$ cat src/rtl/ofifo_pkg.sv
// Shared defaults and helpers for the output FIFO (ofifo) and its per-column lanes.
package ofifo_pkg;

  localparam int unsigned COL_DEF     = 8;
  localparam int unsigned PSUM_BW_DEF = 16;
  localparam int unsigned DEPTH_DEF   = 16;

  // Pointer width: one extra MSB tells full from empty once the pointers wrap.
  function automatic int unsigned ptr_w(input int unsigned depth);
    return $clog2(depth) + 1;
  endfunction

endpackage

$ cat src/rtl/fifo_lane.sv
// Single psum_bw-wide circular FIFO lane with first-word-fall-through output.
module fifo_lane
  import ofifo_pkg::*;
#(
  parameter int unsigned psum_bw = PSUM_BW_DEF,
  parameter int unsigned depth   = DEPTH_DEF
) (
  input  logic               clk,
  input  logic               reset,
  input  logic               wr,
  input  logic [psum_bw-1:0] din,
  input  logic               rd,
  output logic [psum_bw-1:0] dout,
  output logic               empty,
  output logic               full
);

  localparam int unsigned PW = ptr_w(depth);
  localparam int unsigned AW = PW - 1;

  logic [PW-1:0]      wptr_q, wptr_d;
  logic [PW-1:0]      rptr_q, rptr_d;
  logic [psum_bw-1:0] mem_q [depth];
  logic               do_wr;
  logic               do_rd;

  // Status decodes come from the current pointers only.
  always_comb begin
    empty = (wptr_q == rptr_q);
    full  = (wptr_q[AW] != rptr_q[AW]) && (wptr_q[AW-1:0] == rptr_q[AW-1:0]);
    dout  = mem_q[rptr_q[AW-1:0]];
  end

  // A write into a full lane is dropped even when a pop happens on the same edge.
  always_comb begin
    do_wr  = wr & ~full;
    do_rd  = rd & ~empty;
    wptr_d = wptr_q + PW'(do_wr);
    rptr_d = rptr_q + PW'(do_rd);
  end

  always_ff @(posedge clk or posedge reset) begin
    if (reset) begin
      wptr_q <= '0;
      rptr_q <= '0;
    end else begin
      wptr_q <= wptr_d;
      rptr_q <= rptr_d;
    end
  end

  // Storage is intentionally not reset; only the pointers define validity.
  always_ff @(posedge clk) begin
    if (do_wr) begin
      mem_q[wptr_q[AW-1:0]] <= din;
    end
  end

endmodule

$ cat src/rtl/ofifo.sv
// Output FIFO: one fifo_lane per array column, popped in lockstep once every lane has data.
// Optional sticky misuse flag o_err is built when OFIFO_ERR_EN is defined.
module ofifo
  import ofifo_pkg::*;
#(
  parameter int unsigned col     = COL_DEF,
  parameter int unsigned psum_bw = PSUM_BW_DEF,
  parameter int unsigned depth   = DEPTH_DEF
) (
  input  logic                   clk,
  input  logic                   reset,
  input  logic [psum_bw*col-1:0] in,
  input  logic [col-1:0]         wr,
  input  logic                   rd,
  output logic [psum_bw*col-1:0] out,
  output logic                   o_valid,
  output logic                   o_full,
  output logic                   o_ready
`ifdef OFIFO_ERR_EN
  ,
  output logic                   o_err
`endif
);

  logic [col-1:0] lane_empty;
  logic [col-1:0] lane_full;
  logic           rd_gated;

  // Lanes fill skewed, so output is valid only when the last lane has an entry.
  always_comb begin
    o_valid  = ~(|lane_empty);
    o_full   = |lane_full;
    o_ready  = ~o_full;
    rd_gated = rd & o_valid;
  end

  for (genvar i = 0; i < int'(col); i++) begin : g_lane
    fifo_lane #(
      .psum_bw(psum_bw),
      .depth  (depth)
    ) u_lane (
      .clk  (clk),
      .reset(reset),
      .wr   (wr[i]),
      .din  (in[psum_bw*i +: psum_bw]),
      .rd   (rd_gated),
      .dout (out[psum_bw*i +: psum_bw]),
      .empty(lane_empty[i]),
      .full (lane_full[i])
    );
  end

`ifdef OFIFO_ERR_EN
  logic err_q, err_d;

  // Sticky on any dropped write or any pop request while not valid.
  always_comb begin
    err_d = err_q;
    if ((|(wr & lane_full)) || (rd && !o_valid)) begin
      err_d = 1'b1;
    end
  end

  always_ff @(posedge clk or posedge reset) begin
    if (reset) begin
      err_q <= 1'b0;
    end else begin
      err_q <= err_d;
    end
  end

  assign o_err = err_q;
`endif

endmodule

$ cat config.mk
export PLATFORM = sky130hd
export DESIGN_NAME = ofifo
export DESIGN_NICKNAME = d
export VERILOG_FILES = /design/src/rtl/ofifo_pkg.sv /design/src/rtl/fifo_lane.sv /design/src/rtl/ofifo.sv
export SDC_FILE = /design/constraint.sdc
export NUM_CORES = 2
export LEC_CHECK = 0
export ABC_AREA = 0
export CAP_MARGIN = 20
export CORE_UTILIZATION = 41
export DETAILED_ROUTE_END_ITERATION = 12
export PLACE_DENSITY_LB_ADDON = 0.05
export SKIP_LAST_GASP = 1
export SYNTH_ARGS = -nofsm -noshare
export SYNTH_HDL_FRONTEND = slang
export SYNTH_HIERARCHICAL = 1
export SYNTH_SLANG_ARGS = --single-unit
$ cat constraint.sdc
create_clock -name clk -period 4.25 [get_ports clk]
set_input_delay 1.275 -clock clk [delete_from_list [all_inputs] [get_ports clk]]
set_output_delay 1.275 -clock clk [all_outputs]
set_load 0.01 [all_outputs]
; ---- Yosys cells after proc, flatten, opt, wreduce, memory -nomap -nowiden
; Memory sizes are Yosys's and may differ from the RTL's.
; Cells that the tools add are included.
[word_totals]
register_bits = 80
ram_bits = 2048
inputBits = 139
word_cells = 125
mem_count = 8
[memory_table]
columns = memory, depth, width, rd, rd_clocked_by_memory_dff, wr, line
row1 = g_lane[0].u_lane.mem_q, 16, 16, 1, 0, 1, fifo_lane.sv:23  ; logic [psum_bw-1:0] mem_q [depth];
row2 = g_lane[1].u_lane.mem_q, 16, 16, 1, 0, 1, fifo_lane.sv:23
row3 = g_lane[2].u_lane.mem_q, 16, 16, 1, 0, 1, fifo_lane.sv:23
row4 = g_lane[3].u_lane.mem_q, 16, 16, 1, 0, 1, fifo_lane.sv:23
row5 = g_lane[4].u_lane.mem_q, 16, 16, 1, 0, 1, fifo_lane.sv:23
row6 = g_lane[5].u_lane.mem_q, 16, 16, 1, 0, 1, fifo_lane.sv:23
row7 = +2 memories, -, -, -, -, -, -
[classes]
addsub = 16
eq_ne = 24
n_mux = 16
bitwise = 35
reduce_logical = 10
[op_table]
columns = cell, n
row1 = $add 5x1->5, 16
row2 = $eq 5x5->1, 8
row3 = $eq 4x4->1, 8
row4 = $not 1->1, 18
row5 = $and 1x1->1, 17
row6 = $mux 1, 16
row7 = $reduce_or 8->1, 2
row8 = $logic_and 1x1->1, 8
row9 = $ne 1x1->1, 8

; ---- Longest topological paths before layout
[logic_depth]
depth_word = 6
depth_mapped = 12
depth_no_buf = 10

; ---- Modules after synthesis
; Netlist, hierarchy kept.
[by_module_without_submodules]
columns = module, n_inst, cells_per_inst, area_per_inst_um2
row1 = fifo_lane at g_lane[0].u_lane ..., 7, 549, 10560.1
row2 = fifo_lane at g_lane[7].u_lane, 1, 495, 10385.0
row3 = ofifo, 1, 8, 47.5

; ---- Least setup slack after synthesis
; Ideal clock, no wire load.
[synth_path]
path_type = input to register
from = input port wr[7]
to = memory g_lane[7].u_lane/mem_q[12][0] in the netlist's numbering, enable pin
setup_time_ns = 0.430
arrival_ns = 3.011
required_ns = 3.820
path_slack_ns = 0.808
cell_stages = 2
path_cell_list = o21ai_2 > nor4_1
[synth_between]
elab_chain_cells = 3
[synth_lines]
columns = element, line
row1 = "start, declared", ofifo.sv:13  ; input logic [col-1:0] wr,
row2 = $and 1x1->1, fifo_lane.sv:36  ; do_wr = wr & ~full;
row3 = $mux 1, fifo_lane.sv:54  ; if (do_wr) begin
row4 = $mux 1 (implied by the code), fifo_lane.sv:55  ; mem_q[wptr_q[AW-1:0]] <= din;
row5 = "end, declared", fifo_lane.sv:23
; No other way between the ends.

; ---- Worst setup path after layout
[layout_path]
from = register g_lane[1].u_lane.rptr_q[2]
to = output port o_valid
[layout_between]
elab_chain_cells = 3
[layout_lines]
columns = element, line
row1 = "start, declared", fifo_lane.sv:22  ; logic [PW-1:0] rptr_q, rptr_d;
row2 = "start signal, assigned", fifo_lane.sv:48  ; rptr_q <= rptr_d;
row3 = $eq 5x5->1, fifo_lane.sv:29  ; empty = (wptr_q == rptr_q);
row4 = via lane_empty[1], ofifo.sv:25  ; logic [col-1:0] lane_empty;
row5 = $reduce_or 8->1, ofifo.sv:31  ; o_valid = ~(|lane_empty);
row6 = $not 1->1, ofifo.sv:31
row7 = "end, declared", ofifo.sv:16  ; output logic o_valid,
; The timed path passes the listed nets, and every way through them passes these cells.

==> impl_metrics.py <==
metrics = {
    "run_status": {
        "outcome": "finished, violations left",
        "violations": "negative setup slack",
    },
    "synthesis": {
        "ys_warn_count": 6,
        "synth_common_cells": "edfxtp_1 (2048), mux2i_1 (272), mux4_2 (272), nor2_1 (242), mux2_2 (224)",
        "synthesis.nets": 4517,
        "syn_area_per_cell_um2": 19.41,
        "synth.ff_latch_count": 2128,
        "synth_cell_types": 40,
        "synth-main-ff-cell": "edfxtp_1",
        "ys_seq_area_frac": 0.7528,
        "yosys-top-cells-area": "edfxtp_1 (73%), mux4_2 (7.3%), mux2i_1 (3.2%)",
        "yosys.area.top_type_share": 0.7291,
        "synthCells": 4346,
        "async_reset_ff_frac": 0.03759,
        "yosysMostFrequentCell": "edfxtp_1",
        "synth_area_um2": 84350,
        "synth-edff-count": 2048,
        "synth_top_cell_by_area": "edfxtp_1",
    },
    "floorplan": {
        "fp.dieW_um": 455.6,
        "initial_utilization": 0.4123,
        "core-area_um2": 204600,
        "fp.dieH_um": 455.6,
        "rows": 166,
        "pin_count": 270,
        "die_area_um2": 207600,
    },
    "final_layout": {
        "drive_above_1_share": 0.3046,
        "fill_cells": 16847,
        "finalNonFillerCells": 7856,
        "finalCoreUtilization": 0.5003,
        "final_area_um2": 102300,
        "multiInputGateArea_um2": 21140,
        "fin_nets": 5134,
        "syn_to_final_growth_pct": 21.33,
        "regArea_um2": 63570,
    },
    "critical_path": {
        "critPathKind": "reg2out",
        "cp.required_ns": 2.97,
        "r2r_slack_ns": 1.02,
        "cp.arrival_ns": 3.07,
        "cp_num_buf_inv": 5,
        "end_kind": "output pin",
        "slowest_delay_ns": 0.41,
        "cp_top_family": "buffers and inverters",
        "critPathSlowestCell": "dfrtp_2",
        "worstPathCellList": "buf_4 > xor2_1 > nor4_2 > buf_4 > and2_4 > nor4_4 > buf_4 > and2_4 > buf_4 > dlygate4sd2_1",
        "cp_max_fo": 7,
        "cp-start-kind": "flop",
        "path_common_cell": "buf_4",
    },
    "timing": {
        "rsz0062_at_grt": "true",
        "slew_headroom": 0.3247,
        "fin_crit_ns": 4.340,
        "finalHoldViolations": 0,
        "min_period_over_period": 1.021,
        "setup_violations": 2,
        "fin_ws_ns": -0.09035,
        "fmax_mhz": 230.4,
        "tightestPinTransition_ns": 1.013,
        "fin_skew_ns": 0.04700,
        "slew_violations": 0,
        "fin_setup_tns_ns": -0.1273,
    },
    "worst_hold_path": {
        "worstHoldPathType": "reg2reg",
    },
    "power": {
        "p_leak_uw": 0.03361,
        "powerDensity_nw_per_um2": 716.4,
        "vdd_drop_max_mv": 0.4399,
    },
    "placement": {
        "gp_congestion": 0.7573,
        "hpwl_mm": 126.3,
        "postPlaceCellArea_um2": 92910,
        "io_buffer_count": 269,
        "placed_cells": 7320,
    },
    "grt": {
        "antenna_found_initial": 23,
        "grt_pass1_vias": 45138,
        "grt_max_degree": 38,
        "grt_use_total": 0.2076,
        "grt_pass1_wl_mm": 316.9,
        "grt.overflow.total": 0,
    },
    "cts": {
        "cts_hold_buf": 0,
        "cts_buffer_depth": 3,
        "numCtsBuffers": 225,
        "h-tree-depth": 4,
        "clock_latency_ns": 0.88,
        "root_buffer": "clkbuf_16",
        "cts_tree": "built",
        "clock_sinks": 2128,
        "clkTransAtPathRegs_ns": 0.06,
    },
    "routing": {
        "ant_nets": 0,
        "first_iter_violations": 3565,
        "routedWlPerCell_um": 27.46,
        "dr.pass1.iters": 5,
        "route.detailed.drc": 0,
        "vias": 43297,
        "finalWirelength_mm": 215.7,
        "avgViaCountPerCell": 5.511,
    },
    "run": {
        "max_cap_violations": 0,
    },
}
## path summary, 6_finish.rpt
path,start,to,cells past startpoint
worst max-delay path,g_lane[1].u_lane/rptr_q[2],o_valid,10
worst min-delay path,g_lane[7].u_lane/wptr_q[4],g_lane[7].u_lane/wptr_q[4],1
worst max register to register,g_lane[1].u_lane/rptr_q[2],g_lane[0].u_lane/rptr_q[4],14
worst min register to register,g_lane[7].u_lane/wptr_q[4],g_lane[7].u_lane/wptr_q[4],1
max in group asynchronous,reset,g_lane[4].u_lane/rptr_q[0],2
min in group asynchronous,reset,g_lane[5].u_lane/wptr_q[2],2
## state kept, by name, indices dropped and copies added (netlist names)
signal,cells
g_lane.u_lane/mem_q,2048
g_lane.u_lane/rptr_q,40
g_lane.u_lane/wptr_q,40
## through the flow
stage / worst slack, ns / total power (µW) / hold slack, ns
4_1_cts: -0.2932 / 74030 / 0.4975
5_1_grt: -0.2282 / 76700 / 0.5053
3_3_place_gp: 0.03726 / 52870 / 0.4822
3_5_place_dp: -0.01042 / 52900 / 0.4873
6_report: -0.09035 / 73330 / 0.4893
2_1_floorplan: 0.8085 / 41590 / 0.4641
## kinds of logic after synthesis
group / synth area share
adders and majority gates: 0.004746
xor gates and xnor gates: 0.009137
AOI/OAI and AO/OA: 0.04837
buffers and inverters: 0.02395
DFF: 0.7528
and+or+nand+nor: 0.02619
muxes: 0.1348
## routing by layer
| metal | vias to the layer above | global-route usage | part of all wire |
|---|---|---|---|
| li1 | 18992 | - | - |
| met1 | 23039 | 0.2889 | 0.45 |
| met2 | 947 | 0.3365 | 0.48 |
| met3 | 301 | 0.03465 | 0.044 |
| met4 | 18 | 0.05940 | 0.025 |
| met5 | - | 0 | 0.00068 |
## power by group
part / switching, µW / leakage [µW] / internal (µW)
sequential: 1120 / 0.0194 / 25500
clock: 8210 / 0.00351 / 10900
combinational: 15600 / 0.0107 / 12000
## layout make-up
class | count | area share
Sequential cell | 2128 | 0.6211
Multi-Input combinational cell | 1896 | 0.2066
Timing Repair Buffer | 687 | 0.06786
Clock buffer | 272 | 0.05694
Tap cell | 2688 | 0.03286
Clock inverter | 150 | 0.01346
Inverter | 25 | 0.0009169
Antenna cell | 10 | 0.0002445
## timing repair
item	CTS	global route
pin swaps	10	7
endpoints found under the setup margin	131	76
resized for setup	326	121
gates cloned	22	3
setup buffers	62	19
## cell usage in the layout, fill, tap and decap left out, drive strengths merged, types with 11 or more instances in the layout
cell type and count:
buf 410, edfxtp 2048, and2 24, nor4 17, xor2 51, ha 32
a22oi 16, mux2 224, o22ai 112, o21ai 17, clkinv 136, mux4 272
inv 20, clkdlybuf4s15 12, clkdlybuf4s50 139, xnor2 37, a211oi 112, nand2 80
nand3 67, nor2b 37, mux2i 272, nand2b 11, clkbuf 298, nor2 242
a32oi 16, dlygate4sd2 87, a221o 112, dfrtp 80, bufinv 18, o221ai 112
(Power assumes the default switching activity.)
